===== src/rtl/ecpdlycal_pkg.sv =====
// Shared types for the pin-delay calibration sequencer: FSM encoding and
// the status-bit layout exported to the control register file.
package ecpdlycal_pkg;

  typedef enum logic [2:0] {
    ST_IDLE,
    ST_MOVE,
    ST_SETTLE,
    ST_SAMPLE,
    ST_EVAL,
    ST_FINAL,
    ST_DONE,
    ST_FAIL
  } cal_state_e;

  localparam int STAT_BUSY_BIT = 0;
  localparam int STAT_DONE_BIT = 1;
  localparam int STAT_FAIL_BIT = 2;
  localparam int STAT_W        = 3;

  typedef struct packed {
    logic fail;
    logic done;
    logic busy;
  } cal_status_t;

endpackage


===== src/rtl/ecpdlycal_win.sv =====
// Passing-window tracker: follows the current run of passing taps and keeps
// the longest run seen so far (earliest run wins a tie).
module ecpdlywin #(
  parameter int NBITS = 16
) (
  input  logic             i_clk,
  input  logic             i_reset,
  input  logic             clear,
  input  logic             eval,
  input  logic             pass,
  input  logic             close,
  input  logic [NBITS-1:0] tap,
  output logic [NBITS-1:0] best_start,
  output logic [NBITS-1:0] best_len
);

  logic [NBITS-1:0] run_start;
  logic [NBITS-1:0] run_len;
  logic [NBITS-1:0] eff_start;
  logic [NBITS-1:0] eff_len;
  logic             do_close;

  // Run as it stands after this tap's verdict, so a run ending on the last
  // tap is closed in the same cycle it is extended.
  always_comb begin
    eff_start = run_start;
    eff_len   = run_len;
    if (eval && pass) begin
      eff_len = run_len + 1'b1;
      if (run_len == '0) eff_start = tap;
    end
    do_close = close || (eval && !pass);
  end

  always_ff @(posedge i_clk) begin
    if (i_reset || clear) begin
      run_start  <= '0;
      run_len    <= '0;
      best_start <= '0;
      best_len   <= '0;
    end else if (do_close) begin
      if (eff_len > best_len) begin
        best_start <= eff_start;
        best_len   <= eff_len;
      end
      run_len <= '0;
    end else if (eval) begin
      run_start <= eff_start;
      run_len   <= eff_len;
    end
  end

endmodule


===== src/rtl/ecpdlycal.sv =====
// Delay calibration sequencer: sweeps taps, scores each with checker samples,
// commands the centre of the widest passing window; manual override in IDLE.
//  state  | meaning
//  IDLE   | manual override tracking, waiting for start
//  MOVE   | command tap, wait for controller match or timeout
//  SETTLE | let the new delay settle, samples ignored
//  SAMPLE | count samples and errors for the current tap
//  EVAL   | score tap, update windows, advance or finish
//  FINAL  | check window width, move to centre
//  DONE   | flag success
//  FAIL   | flag failure, command 0
module ecpdlycal
  import ecpdlycal_pkg::*;
#(
  parameter int NBITS      = 16,
  parameter int DMAX       = 127,
  parameter int NSAMPLE_LG = 10,
  parameter int ERR_THRESH = 0,
  parameter int MIN_WIN    = 4,
  parameter int SETTLE     = 16,
  parameter int MOVE_TO_LG = 12
) (
  input  logic             i_clk,
  input  logic             i_reset,
  input  logic             i_cal_start,
  input  logic             i_manual,
  input  logic [NBITS-1:0] i_manual_delay,
  input  logic [NBITS-1:0] i_current_delay,
  input  logic             i_sample_valid,
  input  logic             i_sample_ok,
  output logic [NBITS-1:0] o_commanded_delay,
  output logic             o_busy,
  output logic             o_done,
  output logic             o_fail,
  output logic [NBITS-1:0] o_win_start,
  output logic [NBITS-1:0] o_win_len
);

  localparam int SW = (SETTLE > 1) ? $clog2(SETTLE) : 1;
  localparam int CW = NSAMPLE_LG + 1;
  localparam logic [SW-1:0]         SETTLE_LOAD = SW'(SETTLE - 1);
  localparam logic [MOVE_TO_LG-1:0] MOVE_LOAD   = '1;
  localparam logic [CW-1:0]         SMP_LAST    = CW'((2 ** NSAMPLE_LG) - 1);
  localparam logic [NBITS-1:0]      TAP_LAST    = NBITS'(DMAX);

  cal_state_e             state, state_nx;
  cal_status_t            stat;
  logic [NBITS-1:0]       tap;
  logic [NBITS-1:0]       cmd;
  logic [MOVE_TO_LG-1:0]  move_cnt;
  logic [SW-1:0]          settle_cnt;
  logic [CW-1:0]          smp_cnt;
  logic [CW-1:0]          err_cnt;
  logic                   final_wait;
  logic                   win_clear, win_eval, win_close;
  logic                   tap_pass, delay_match, move_to;
  logic [NBITS-1:0]       best_start, best_len, centre;

  assign delay_match = (i_current_delay == cmd);
  assign move_to     = (move_cnt == '0);
  assign tap_pass    = ({{(32-CW){1'b0}}, err_cnt} <= 32'(ERR_THRESH));
  assign centre      = best_start + (best_len >> 1);

  always_ff @(posedge i_clk) begin
    if (i_reset) state <= ST_IDLE;
    else         state <= state_nx;
  end

  always_comb begin
    state_nx  = state;
    win_clear = 1'b0;
    win_eval  = 1'b0;
    win_close = 1'b0;
    case (state)
      ST_IDLE: begin
        if (!i_manual && i_cal_start) begin
          state_nx  = ST_MOVE;
          win_clear = 1'b1;
        end
      end
      ST_MOVE: begin
        if (delay_match)  state_nx = ST_SETTLE;
        else if (move_to) state_nx = ST_FAIL;
      end
      ST_SETTLE: if (settle_cnt == '0) state_nx = ST_SAMPLE;
      ST_SAMPLE: if (i_sample_valid && smp_cnt == SMP_LAST) state_nx = ST_EVAL;
      ST_EVAL: begin
        win_eval = 1'b1;
        if (tap == TAP_LAST) begin
          win_close = 1'b1;
          state_nx  = ST_FINAL;
        end else begin
          state_nx = ST_MOVE;
        end
      end
      ST_FINAL: begin
        if (!final_wait) begin
          if (best_len < NBITS'(MIN_WIN)) state_nx = ST_FAIL;
        end else if (delay_match) begin
          state_nx = ST_DONE;
        end else if (move_to) begin
          state_nx = ST_FAIL;
        end
      end
      ST_DONE: state_nx = ST_IDLE;
      ST_FAIL: state_nx = ST_IDLE;
      default: state_nx = ST_IDLE;
    endcase
  end

  always_ff @(posedge i_clk) begin
    if (i_reset) begin
      stat       <= '0;
      tap        <= '0;
      cmd        <= '0;
      move_cnt   <= '0;
      settle_cnt <= '0;
      smp_cnt    <= '0;
      err_cnt    <= '0;
      final_wait <= 1'b0;
    end else begin
      case (state)
        ST_IDLE: begin
          if (i_manual) begin
            cmd <= i_manual_delay;
          end else if (i_cal_start) begin
            stat       <= '{fail: 1'b0, done: 1'b0, busy: 1'b1};
            tap        <= '0;
            cmd        <= '0;
            move_cnt   <= MOVE_LOAD;
            final_wait <= 1'b0;
          end
        end
        ST_MOVE: begin
          if (!delay_match) move_cnt <= move_cnt - 1'b1;
          settle_cnt <= SETTLE_LOAD;
        end
        ST_SETTLE: begin
          settle_cnt <= settle_cnt - 1'b1;
          smp_cnt    <= '0;
          err_cnt    <= '0;
        end
        ST_SAMPLE: begin
          if (i_sample_valid) begin
            smp_cnt <= smp_cnt + 1'b1;
            if (!i_sample_ok && err_cnt != '1) err_cnt <= err_cnt + 1'b1;
          end
        end
        ST_EVAL: begin
          if (tap != TAP_LAST) begin
            tap      <= tap + 1'b1;
            cmd      <= tap + 1'b1;
            move_cnt <= MOVE_LOAD;
          end
        end
        ST_FINAL: begin
          if (!final_wait) begin
            if (best_len >= NBITS'(MIN_WIN)) begin
              cmd        <= centre;
              final_wait <= 1'b1;
              move_cnt   <= MOVE_LOAD;
            end
          end else if (!delay_match) begin
            move_cnt <= move_cnt - 1'b1;
          end
        end
        ST_DONE: begin
          stat.done <= 1'b1;
          stat.busy <= 1'b0;
        end
        ST_FAIL: begin
          stat.fail <= 1'b1;
          stat.busy <= 1'b0;
          cmd       <= '0;
        end
        default: ;
      endcase
    end
  end

  ecpdlywin #(.NBITS(NBITS)) u_win (
    .i_clk      (i_clk),
    .i_reset    (i_reset),
    .clear      (win_clear),
    .eval       (win_eval),
    .pass       (tap_pass),
    .close      (win_close),
    .tap        (tap),
    .best_start (best_start),
    .best_len   (best_len)
  );

  assign o_commanded_delay = cmd;
  assign o_busy            = stat.busy;
  assign o_done            = stat.done;
  assign o_fail            = stat.fail;
  assign o_win_start       = best_start;
  assign o_win_len         = best_len;

endmodule


===== config.mk =====
export PLATFORM = sky130hd
export DESIGN_NAME = ecpdlycal
export DESIGN_NICKNAME = d
export VERILOG_FILES = /design/src/rtl/ecpdlycal_pkg.sv /design/src/rtl/ecpdlycal_win.sv /design/src/rtl/ecpdlycal.sv
export SDC_FILE = /design/constraint.sdc
export NUM_CORES = 1
export LEC_CHECK = 0
export ABC_AREA = 1
export BUFFER_PORTS_ARGS = -buffer_cell sky130_fd_sc_hd__buf_2
export CAP_MARGIN = 0
export CORE_MARGIN = 2
export CORE_UTILIZATION = 35
export CTS_CLUSTER_SIZE = 14
export DETAILED_ROUTE_END_ITERATION = 6
export GPL_ROUTABILITY_DRIVEN = 1
export PLACE_DENSITY = 0.49
export SYNTH_ARGS = -nofsm -noshare
export SYNTH_HDL_FRONTEND = slang
export SYNTH_SLANG_ARGS = --single-unit

===== constraint.sdc =====
create_clock -name i_clk -period 4.3 [get_ports i_clk]
set_clock_uncertainty 0.1 [all_clocks]
set_input_delay 0.86 -clock i_clk [delete_from_list [all_inputs] [get_ports i_clk]]
set_output_delay 0.86 -clock i_clk [all_outputs]
set_load 0.05 [all_outputs]

==> impl_metrics.env <==
export IMPL_worstPathMaxFanout=32
export IMPL_ys_seq_area_frac=0.321
export IMPL_die_y_um=162
export IMPL_drv_slew=0
export IMPL_finalNonFillerCells=1806
export IMPL_period_needed_ps=3580
export IMPL_root_buffer="clkbuf_16"
export IMPL_htree_levels=4
export IMPL_design_core_area_um2=24500
export IMPL_pwr_share_clk=0.447
export IMPL_synth_cell_types=52
export IMPL_antenna_left=0
export IMPL_grt_busiest_layer="met2"
export IMPL_place_hpwl_um=20400
export IMPL_cts_clk_slew_worst_paths_ps=60
export IMPL_rows=57
export IMPL_start_util=0.359
export IMPL_wl_per_cell_um=14.8
export IMPL_cts_max_path_buffers=2
export IMPL_avgSynthCellArea_um2=6.33
export IMPL_fillCellCount=2672
export IMPL_clk_latency_ps=430
export IMPL_combinationalPowerShare=0.142
export IMPL_drc=0
export IMPL_timing_hold_ws_ps=344
export IMPL_cts_resized=0
export IMPL_grt_max_degree=42
export IMPL_synth_edff_count=0
export IMPL_cts_hold_repair_buffers=0
export IMPL_vdd_ir_drop_worst_mv=0.186
export IMPL_cts_sinks=141
export IMPL_p_sw_mw=1.03
export IMPL_min_from="smp_cnt[4]"
export IMPL_wl_um=26800
export IMPL_max_freq_mhz=279
export IMPL_synth_nets=1467
export IMPL_io_pins=89
export IMPL_worstMarginPinSlew_ps=1070
export IMPL_final_nets=1547
export IMPL_gr_usage_met2=0.346
export IMPL_viasPerCell=4.90
export IMPL_multi_input_area_um2=5010
export IMPL_drt_pass1_iter_count=7
export IMPL_worstHoldEndpoint="smp_cnt[4]"
export IMPL_grtUsageTotal=0.207
export IMPL_finalSetupViolCount=0
export IMPL_dp_cells=1774
export IMPL_power_density_nw_per_um2=341
export IMPL_drt_iter0_markers=455
export IMPL_switching_share=0.297
export IMPL_leakagePower_nw=4.64
export IMPL_endpoint_kind="register"
export IMPL_required_ps=4500
export IMPL_first_global_vias=8280
export IMPL_seqCellArea_um2=2820
export IMPL_cts_tree="yes"
export IMPL_rr_startpoint="err_cnt[0]"
export IMPL_drive_gt1_frac=0.120
export IMPL_ys_warn_count=0
export IMPL_criticalPathCategory="register to register"
export IMPL_synth_seq_cells=141
export IMPL_status="complete, no violations"
export IMPL_grt_overflow=0
export IMPL_utilization=0.413
export IMPL_met1_usage=0.274
export IMPL_ff2ff_setup_slack_ps=720
export IMPL_die_w_um=162
export IMPL_post_cts_buffers=0
export IMPL_rsz0062_at_grt="no"
export IMPL_p_seq_frac=0.410
export IMPL_antenna_found_initial=0
export IMPL_synthCells=1389
export IMPL_synthArstFlopShare=0
export IMPL_die_area_um2=26400
export IMPL_maxCapViolCount=0
export IMPL_grt_pass1_wl_um=43400
export IMPL_startpoint_type="register"
export IMPL_setup_tns_ps=0
export IMPL_synth_main_ff_cell="dfxtp_1"
export IMPL_vias=8851
export IMPL_hold_path_cell_count=2
export IMPL_place_congestion=0.868
export IMPL_r2r_end="u_win.best_start[6]"
export IMPL_cts_buffers=17
export IMPL_arrival_ps=3780
export IMPL_finalCritPeriodShare=0.833
export IMPL_use_met3=0.0339
export IMPL_syn2layout_area_growth_pct=15.1
export IMPL_relSlewSlack=0.287
export IMPL_hold_viol=0
export IMPL_rr_worst_depth=19
export IMPL_internal_power_mw=2.43
export IMPL_io_buffers=88
export IMPL_hp_class="register to register"
export IMPL_syn_cell_area_um2=8790
export IMPL_antenna_cells=0
[final cells by class]
| type | count | share of cell area |
|---|---|---|
| Timing Repair Buffer | 94 | 0.0480 |
| Tap cell | 324 | 0.0401 |
| Inverter | 212 | 0.0788 |
| Multi-Input combinational cell | 1003 | 0.495 |
| Clock buffer | 17 | 0.0421 |
| Clock inverter | 15 | 0.0169 |
| Sequential cell | 141 | 0.279 |
[through the flow]
stage	cell area, µm²	power, mW	setup slack [ps]
floorplan	8790	1.81	1400
global placement	9520	1.94	755
detailed placement	9520	1.94	731
CTS	10100	3.49	714
global route	10100	3.61	310
finish	10100	3.45	718
[registers in the layout, indices dropped and copies added, names as in the netlist]
| name | count |
|---|---|
| u_win.best_start | 16 |
| o_busy | 1 |
| u_win.best_len | 16 |
| final_wait | 1 |
| smp_cnt | 11 |
| settle_cnt | 4 |
| o_done | 1 |
| u_win.run_len | 16 |
| state | 3 |
| o_commanded_delay | 16 |
| move_cnt | 12 |
| u_win.run_start | 16 |
| o_fail | 1 |
| err_cnt | 11 |
| tap | 16 |
[metal layers]
metal  vias to the layer above  share of wire
met5                         -              0
met2                       148           0.47
li1                       4646              -
met4                         0          0.022
met3                        27          0.035
met1                      4030           0.47
[cells in the mapped netlist, types with 2 or more instances]
library cell,number,area [µm²]
a21oi_1,132,661
clkbuf_1,15,56.3
buf_6,3,33.8
o211a_1,5,50.1
ha_1,39,488
buf_1,4,15.0
nor2_2,11,68.8
a211oi_1,3,22.5
o21ai_0,58,290
nand3b_1,5,37.5
nor2_4,2,22.5
clkinv_1,2,7.51
nor2_1,165,619
xor2_1,16,140
dfxtp_1,141,2820
o211ai_1,3,22.5
inv_2,18,67.6
nand2_2,8,50.1
and2_1,3,18.8
o21ai_1,47,235
nand4_1,25,156
a221oi_1,2,17.5
nand3_1,73,365
nor3_1,32,160
or2_2,3,18.8
inv_1,191,717
a21o_1,3,22.5
o21a_1,2,15.0
buf_2,10,50.1
a31oi_1,2,12.5
nand2_1,341,1280
nor4_1,4,25.0
nand3_2,2,20.0
[cell usage in the layout (no fill, tap or decap), types with 5 or more instances in the layout]
cell / instances
nand4_1: 25
buf_2: 88
inv_2: 18
xor2_1: 16
inv_1: 191
dfxtp_1: 141
nand2_1: 341
o21ai_0: 58
nor2_1: 165
nor2_2: 11
o21ai_1: 47
a21oi_1: 132
ha_1: 39
buf_4: 6
clkbuf_16: 17
nand2_2: 8
nor3_1: 32
clkinv_2: 6
nand3b_1: 5
nand3_1: 73
o211a_1: 5
[cell families (layout without fill, tap and decap cells)]
logic type               after synthesis  after routing  share of synthesized area
AND/OR/NAND/NOR                      681            681                      0.333
AO/OA/AOI/OAI                        265            265                      0.162
buffers and inverters                245            338                      0.109
flip-flops                           141            141                      0.321
adder cells (fa/ha/maj)               40             40                     0.0578
XOR/XNOR                              17             17                     0.0169
[power by group through the flow]
stage / logic (mW) / clock network, mW / registers, mW
after floorplan: 0.318 / 0 / 1.49
after global placement: 0.492 / 0 / 1.45
after detailed placement: 0.494 / 0 / 1.45
after CTS: 0.496 / 1.58 / 1.42
after global routing: 0.561 / 1.63 / 1.42
final: 0.491 / 1.54 / 1.42
[worst max-delay path: stages, from the launching register on]
cell,delay [ps]
dfxtp_1,320
inv_1,160
ha_1,190
nand4_1,100
nor2_1,230
nand2_2,150
nor2_1,230
nand3b_1,140
o21ai_1,220
ha_1,310
nand2_1,80
inv_1,30
o21ai_0,130
nand2_1,60
a21oi_1,120
nand2_1,80
nand2_2,230
inv_2,320
nand2_1,160
a21oi_1,70
[worst max path at each step]
stage	start	to	slack (ps)	cells past startpoint
after floorplan	err_cnt[0]	u_win.best_len[14]	1400	20
after global placement	err_cnt[0]	u_win.best_len[15]	760	19
after detailed placement	err_cnt[0]	u_win.best_start[6]	730	19
after CTS	err_cnt[0]	u_win.best_start[6]	710	19
after global routing	err_cnt[0]	u_win.best_start[6]	310	19
final	err_cnt[0]	u_win.best_start[6]	720	19
Note: power is estimated with default switching activity, not from simulation.
